[src/rtl/phase_fp_encoder.sv]
// phase_fp_encoder: signed fixed-point ADC phase sample -> IEEE-754 single.
// Three registered stages (abs, normalize, round/pack) with valid/ready
// handshake and full backpressure. Result value is i_data * 2^-FRAC_W.
// Optional build macro PHASE_FP_RNE_EN selects round-to-nearest-even;
// without it the dropped low bits are truncated toward zero.
module phase_fp_encoder #(
  parameter int DATA_W = 32,
  parameter int FRAC_W = 0
) (
  input  logic              i_clk,
  input  logic              i_rst,
  input  logic [DATA_W-1:0] i_data,
  input  logic              i_valid,
  output logic              o_ready,
  output logic [31:0]       o_phase,
  output logic              o_valid,
  input  logic              i_ready,
  output logic              o_busy
);

  localparam int MAG_W   = DATA_W + 1;
  localparam int SHIFT_W = $clog2(MAG_W + 1);
  localparam int EXP_W   = 10;

  logic stall;

  logic              s1_valid;
  logic              s1_sign;
  logic              s1_zero;
  logic [MAG_W-1:0]  s1_mag;

  logic              s2_valid;
  logic              s2_sign;
  logic              s2_zero;
  logic [MAG_W-1:0]  s2_mant;
  logic [EXP_W-1:0]  s2_exp;

  logic [MAG_W-1:0]  data_ext;
  logic [MAG_W-1:0]  abs_mag;

  logic [SHIFT_W-1:0] msb_idx;
  logic [MAG_W-1:0]   norm_mant;
  logic [EXP_W-1:0]   norm_exp;

  logic [DATA_W+23:0] low_ext;
  logic [22:0]        frac_trunc;
  logic [22:0]        frac_rnd;
  logic               round_up;
  logic               carry;
  logic [EXP_W-1:0]   exp_rnd;

  // Whole pipeline freezes only when the output word is waiting on downstream.
  assign stall   = o_valid && !i_ready;
  assign o_ready = !stall;
  assign o_busy  = s1_valid | s2_valid | o_valid;

  // Stage 1 combinational: magnitude in one extra bit so the most negative input is exact.
  always_comb begin
    data_ext = {i_data[DATA_W-1], i_data};
    abs_mag  = i_data[DATA_W-1] ? (~data_ext + MAG_W'(1)) : data_ext;
  end

  // Stage 1 register: sign, zero flag and magnitude.
  always_ff @(posedge i_clk) begin
    if (i_rst) begin
      s1_valid <= 1'b0;
      s1_sign  <= 1'b0;
      s1_zero  <= 1'b0;
      s1_mag   <= '0;
    end else if (!stall) begin
      s1_valid <= i_valid;
      s1_sign  <= i_data[DATA_W-1];
      s1_zero  <= (i_data == '0);
      s1_mag   <= abs_mag;
    end
  end

  // Stage 2 combinational: priority-encode the leading one and left-justify it to bit DATA_W.
  always_comb begin
    msb_idx = '0;
    for (int i = 0; i < MAG_W; i++) begin
      if (s1_mag[i]) msb_idx = SHIFT_W'(i);
    end
    norm_mant = s1_mag << (SHIFT_W'(DATA_W) - msb_idx);
    norm_exp  = EXP_W'(127) + EXP_W'(msb_idx) - EXP_W'(FRAC_W);
  end

  // Stage 2 register: normalized mantissa and biased exponent.
  always_ff @(posedge i_clk) begin
    if (i_rst) begin
      s2_valid <= 1'b0;
      s2_sign  <= 1'b0;
      s2_zero  <= 1'b0;
      s2_mant  <= '0;
      s2_exp   <= '0;
    end else if (!stall) begin
      s2_valid <= s1_valid;
      s2_sign  <= s1_sign;
      s2_zero  <= s1_zero;
      s2_mant  <= norm_mant;
      s2_exp   <= norm_exp;
    end
  end

  // Stage 3 combinational: split fraction/guard/sticky, apply rounding, fold carry into the exponent.
  // Padding with 24 zeros keeps the slicing valid for narrow DATA_W, where nothing is ever dropped.
  always_comb begin
    low_ext    = {s2_mant[DATA_W-1:0], 24'b0};
    frac_trunc = low_ext[DATA_W+23 -: 23];
`ifdef PHASE_FP_RNE_EN
    round_up   = low_ext[DATA_W] & ((|low_ext[DATA_W-1:0]) | frac_trunc[0]);
`else
    round_up   = 1'b0;
`endif
    {carry, frac_rnd} = {1'b0, frac_trunc} + 24'(round_up);
    exp_rnd    = carry ? (s2_exp + EXP_W'(1)) : s2_exp;
  end

  // Hidden bit and upper exponent bits are implied by construction; truncation also ignores guard/sticky.
  logic unused_bits;
`ifdef PHASE_FP_RNE_EN
  assign unused_bits = ^{s2_mant[DATA_W], exp_rnd[EXP_W-1:8]};
`else
  assign unused_bits = ^{s2_mant[DATA_W], exp_rnd[EXP_W-1:8], low_ext[DATA_W:0], carry};
`endif

  // Stage 3 register: packed single-precision word; zero is always +0.
  always_ff @(posedge i_clk) begin
    if (i_rst) begin
      o_valid <= 1'b0;
      o_phase <= 32'h0;
    end else if (!stall) begin
      o_valid <= s2_valid;
      o_phase <= s2_zero ? 32'h0 : {s2_sign, exp_rnd[7:0], frac_rnd};
    end
  end

endmodule

[config.mk]
export PLATFORM = sky130hd
export DESIGN_NAME = phase_fp_encoder
export DESIGN_NICKNAME = d
export VERILOG_FILES = /design/src/rtl/phase_fp_encoder.sv
export SDC_FILE = /design/constraint.sdc
export NUM_CORES = 1
export LEC_CHECK = 0
export BUFFER_PORTS_ARGS = -buffer_cell sky130_fd_sc_hd__buf_2
export CORE_MARGIN = 1.5
export CORE_UTILIZATION = 60
export CTS_CLUSTER_SIZE = 25
export DETAILED_ROUTE_END_ITERATION = 8
export PLACE_DENSITY = 0.83
export SYNTH_ARGS = -nofsm -noshare
export SYNTH_HDL_FRONTEND = slang
export SYNTH_SLANG_ARGS = --single-unit
export TNS_END_PERCENT = 50
[constraint.sdc]
create_clock -name i_clk -period 12.3 [get_ports i_clk]
set_input_delay 2.46 -clock i_clk [delete_from_list [all_inputs] [get_ports i_clk]]
set_output_delay 2.46 -clock i_clk [all_outputs]
set_load 0.03 [all_outputs]
Word level (Yosys, flattened, before mapping)
Index checks and enable logic that the tools add are counted.
- register bits after elaboration: 112
- latch bits: 0
- memories kept: 0
- output and inout bits: 35
- memory bits (writable): 0
- ROM bits: 0
- shift-type cells: 1
- reduce and logical (&&, ||, !) cells: 4
- mux-type cells: 34
- $lt $le $gt $ge: 0
- $mul: 0
- divide/modulo/power cells: 0
- eq/ne operators: 0
- bitwise logic cells: 3
- add/subtract/negate cells: 3
- operators by type and width (operator ; number):
    two-way mux 6 bit ; 31
    adder 33 x 1 -> 33 bit (second input constant) ; 1
    two-way mux 33 bit ; 1
    inverter 33 bit ; 1
    left shift 33 x 6 -> 32 bit ; 1
    logical NOT 32 bit ; 1
    two-way mux 32 bit ; 1
    adder 7 x 6 -> 8 bit (first input constant) ; 1
    subtractor 6 bit (first input constant) ; 1
    logical NOT 1 bit ; 2
    bitwise OR 1 bit ; 2
    logical AND 1 bit ; 1
    two-way mux 1 bit ; 1

Logic depth before layout (Yosys ltp)
- depth in word-level cells: 34
- gate-level depth with buffers: 20
- mapped depth without buffers: 15

Least setup slack after synthesis
Ideal clock, no wire load.
- kind: input to output
- from: input port i_ready
- to: output port o_ready
- data arrival time: 3.443 ns
- stages: 4
- required time: 9.840 ns
- slack: 6.397 ns
- cells stage by stage: nor2b_1 > clkinv_1 > clkbuf_1 > clkbuf_1
- longest elaborated chain between the ends: 3
- ends and longest elaborated chain (what ; RTL line ; RTL):
    start: declaration ; 17 ; input logic i_ready,
    logical NOT 1 bit ; 53 ; assign stall = o_valid && !i_ready;
    logical AND 1 bit ; 53 ;
    logical NOT 1 bit ; -- ;
    end: declaration ; 14 ; output logic o_ready,
No other way between the ends.

Final worst setup path
Same ends and word-level chain as after synthesis.

==> reports/metrics.yaml <==
timing:
  max_slew_margin_pct: 28.1
  finalSetupViolCount: 0
  slew_viol_final: 0
  timing.final.ws_setup_ps: 5680
  fmax_ghz: 0.151
  fin_crit_sh_pct: 53.9
  rsz0062_at_grt: "no"
  finalHoldViolations: 0
  tightestPinTransition_ps: 1080
  whs_ps: 455
  fin_setup_tns_ps: 0
  fin_crit_ps: 6620
  skew_ps: 14.9
die:
  initial_core_util_pct: 61.6
  fp.dieW_um: 109
  rows: 38
  dieHeight_um: 109
  core_area_sq_um: 10900
  die_area_sq_um: 11800
  io_pins: 71
synthesis:
  syn_avg_cell_area_sq_um: 8.28
  yosysWarnings: 0
  yosys_register_bits: 103
  synthArstFlopShare_pct: 0
  ys_types: 78
  synthesis.nets: 849
  synth_edf_count: 0
  synth_flop_cell: "dfxtp_1"
  syn_area_sq_um: 6700
  syn_inst: 810
  ys_seq_area_share_pct: 30.8
status:
  run_status: "completed"
setup_path:
  endpoint_kind: "output pin"
  crit_chain: "buf_2, nor2b_4, buf_4, inv_2, buf_2"
  max_stage_delay_ps: 550
  startpoint: "i_ready"
  r2r_cells: 13
  r2r_end: "s2_mant[24]$_SDFFE_PP0N_"
  r2r-start: "s1_mag[12]$_SDFFE_PP0N_"
  slowest_stage: "buf_4"
  crit_end: "o_ready"
  critPathRequiredTime_ps: 9840
  critPathArrivalTime_ps: 4160
  start_kind: "primary input"
  crit_type: "in -> out"
  reg2reg_setup_slack_ps: 7130
  path_max_fanout: 68
  crit_top_cell: "buf_2"
clock_tree:
  clock_latency_ps: 390
  post_cts_buffers: 0
  cts_root_buffer: "clkbuf_8"
  htree_levels: 3
  cts_resized: 0
  cts_made_buffers: 9
  cts.hold.buffers_added: 0
  path_clk_slew_ps: 110
  cts_tree: "built"
  cts_buffer_depth: 2
  cts.sinks: 103
place:
  port_buffers: 70
  place_inst: 951
  dpl.hpwl_um: 12200
  pre_cts_slack_ps: 5720
  gp_congestion: 0.970
  placed_area_sq_um: 6940
detailed_routing:
  first_pass_iters: 5
  routed_wl_um: 17100
  wl_per_cell_um: 17.7
  ant_nets: 0
  vias_per_cell: 6.49
  dr.first_iter.drc_count: 503
  drc: 0
  via_count: 6278
power_and_ir_drop:
  vdd_drop_max_mv: 0.0750
  p_per_area_nw_per_um2: 162
  leakage_nw: 2.81
global_route:
  grt_pass1_vias: 5819
  antenna_found_initial: 0
  grt_util_all_layers_pct: 30.6
  grt_overflow_total: 0
  grt_max_degree: 97
  grt_first_pass_wirelength_um: 28700
finish:
  diodes: 0
  stdcell_count: 967
  layout_common_cells: "103 x dfxtp_1, 94 x nand2_1, 74 x nor2_1"
  drive_gt1_share_pct: 17.2
  syn_to_final_growth_pct: 6.59
  design_area_sq_um: 7150
  final_common_cell: "dfxtp_1"
  nNetsFinal: 861
min_path:
  min_path_type: "reg -> reg"
flow_run:
  maxCapViolCount: 0
==> state kept, by name (all words and copies together) (netlist names) <==
name	flops
s1_mag	33
o_phase	32
s2_mant	23
s2_exp	8
o_valid	1
s1_sign	1
s1_valid	1
s1_zero	1
s2_sign	1
s2_valid	1
s2_zero	1
==> worst min-delay path by stage <==
| stage | from | endpoint | slack [ps] | cells after the start |
|---|---|---|---|---|
| 3_5_place_dp | o_phase[28]$_SDFFE_PP0N_ | o_phase[28]$_SDFFE_PP0N_ | 440 | 2 |
| 2_1_floorplan | s2_sign$_SDFFE_PP0N_ | s2_sign$_SDFFE_PP0N_ | 430 | 2 |
| 5_1_grt | o_phase[29]$_SDFFE_PP0N_ | o_phase[29]$_SDFFE_PP0N_ | 470 | 2 |
| 3_3_place_gp | o_phase[28]$_SDFFE_PP0N_ | o_phase[28]$_SDFFE_PP0N_ | 440 | 2 |
| 6_report | o_phase[28]$_SDFFE_PP0N_ | o_phase[28]$_SDFFE_PP0N_ | 450 | 2 |
| 4_1_cts | o_phase[28]$_SDFFE_PP0N_ | o_phase[28]$_SDFFE_PP0N_ | 460 | 2 |
==> metrics by stage <==
stage	power, mW	util (%)
after floorplan	0.818	-
after global placement	0.917	63.8
after detailed placement	0.930	63.8
after CTS	1.15	65.6
after global routing	1.23	65.6
final	1.16	65.6
==> cells by family after synthesis <==
kind of cell,count (synthesis),synth area share [%]
AO/OA/AOI/OAI,236,25.4
XOR/XNOR,31,4.05
adder cells (fa/ha/maj),3,0.560
buffers and inverters,94,6.25
flip-flops,103,30.8
multiplexers,51,11.1
AND/OR/NAND/NOR,292,21.9
==> per-layer routing <==
| metal | GRT usage, % | part of all wire [%] | up-vias |
|---|---|---|---|
| met2 | 50.6 | 47 | 235 |
| met3 | 4.54 | 5.8 | 24 |
| met1 | 41.4 | 46 | 2992 |
| met4 | 9.21 | 1.6 | 0 |
| met5 | 0 | 0 | - |
| li1 | - | - | 3027 |
==> worst max-delay path, delay by kind of cell <==
kind | cells | cell delay [ps]
buffers and inverters | 4 | 1550
AND/OR/NAND/NOR | 1 | 90
==> synthesized netlist by cell type, types with 18 or more instances <==
| cell type | number | area (sq um) |
|---|---|---|
| nand3b_1 | 33 | 248 |
| mux2i_1 | 28 | 280 |
| nor2_1 | 74 | 278 |
| nand2_1 | 94 | 353 |
| clkbuf_1 | 53 | 199 |
| a21oi_1 | 60 | 300 |
| nor3_1 | 21 | 105 |
| mux4_2 | 18 | 405 |
| o21ai_0 | 22 | 110 |
| a211oi_1 | 43 | 323 |
| xor2_1 | 28 | 245 |
| dfxtp_1 | 103 | 2060 |
==> final cells by class <==
class	instances	area, sq um
fillers	931	3740
repair buffers	78	410
clock buffers	9	124
inverters	17	66.3
multi-input cells	613	4230
flip-flops and latches	103	2060
clock inverters	7	77.6
well taps	140	175
==> where the power goes <==
part	switching, mW	total, mW	internal [mW]
clock	0.127	0.225	0.0971
sequential	0.0492	0.436	0.386
combinational	0.296	0.498	0.202
total	0.472	1.16	0.686
No activity file was read; power rests on OpenSTA's default activity.
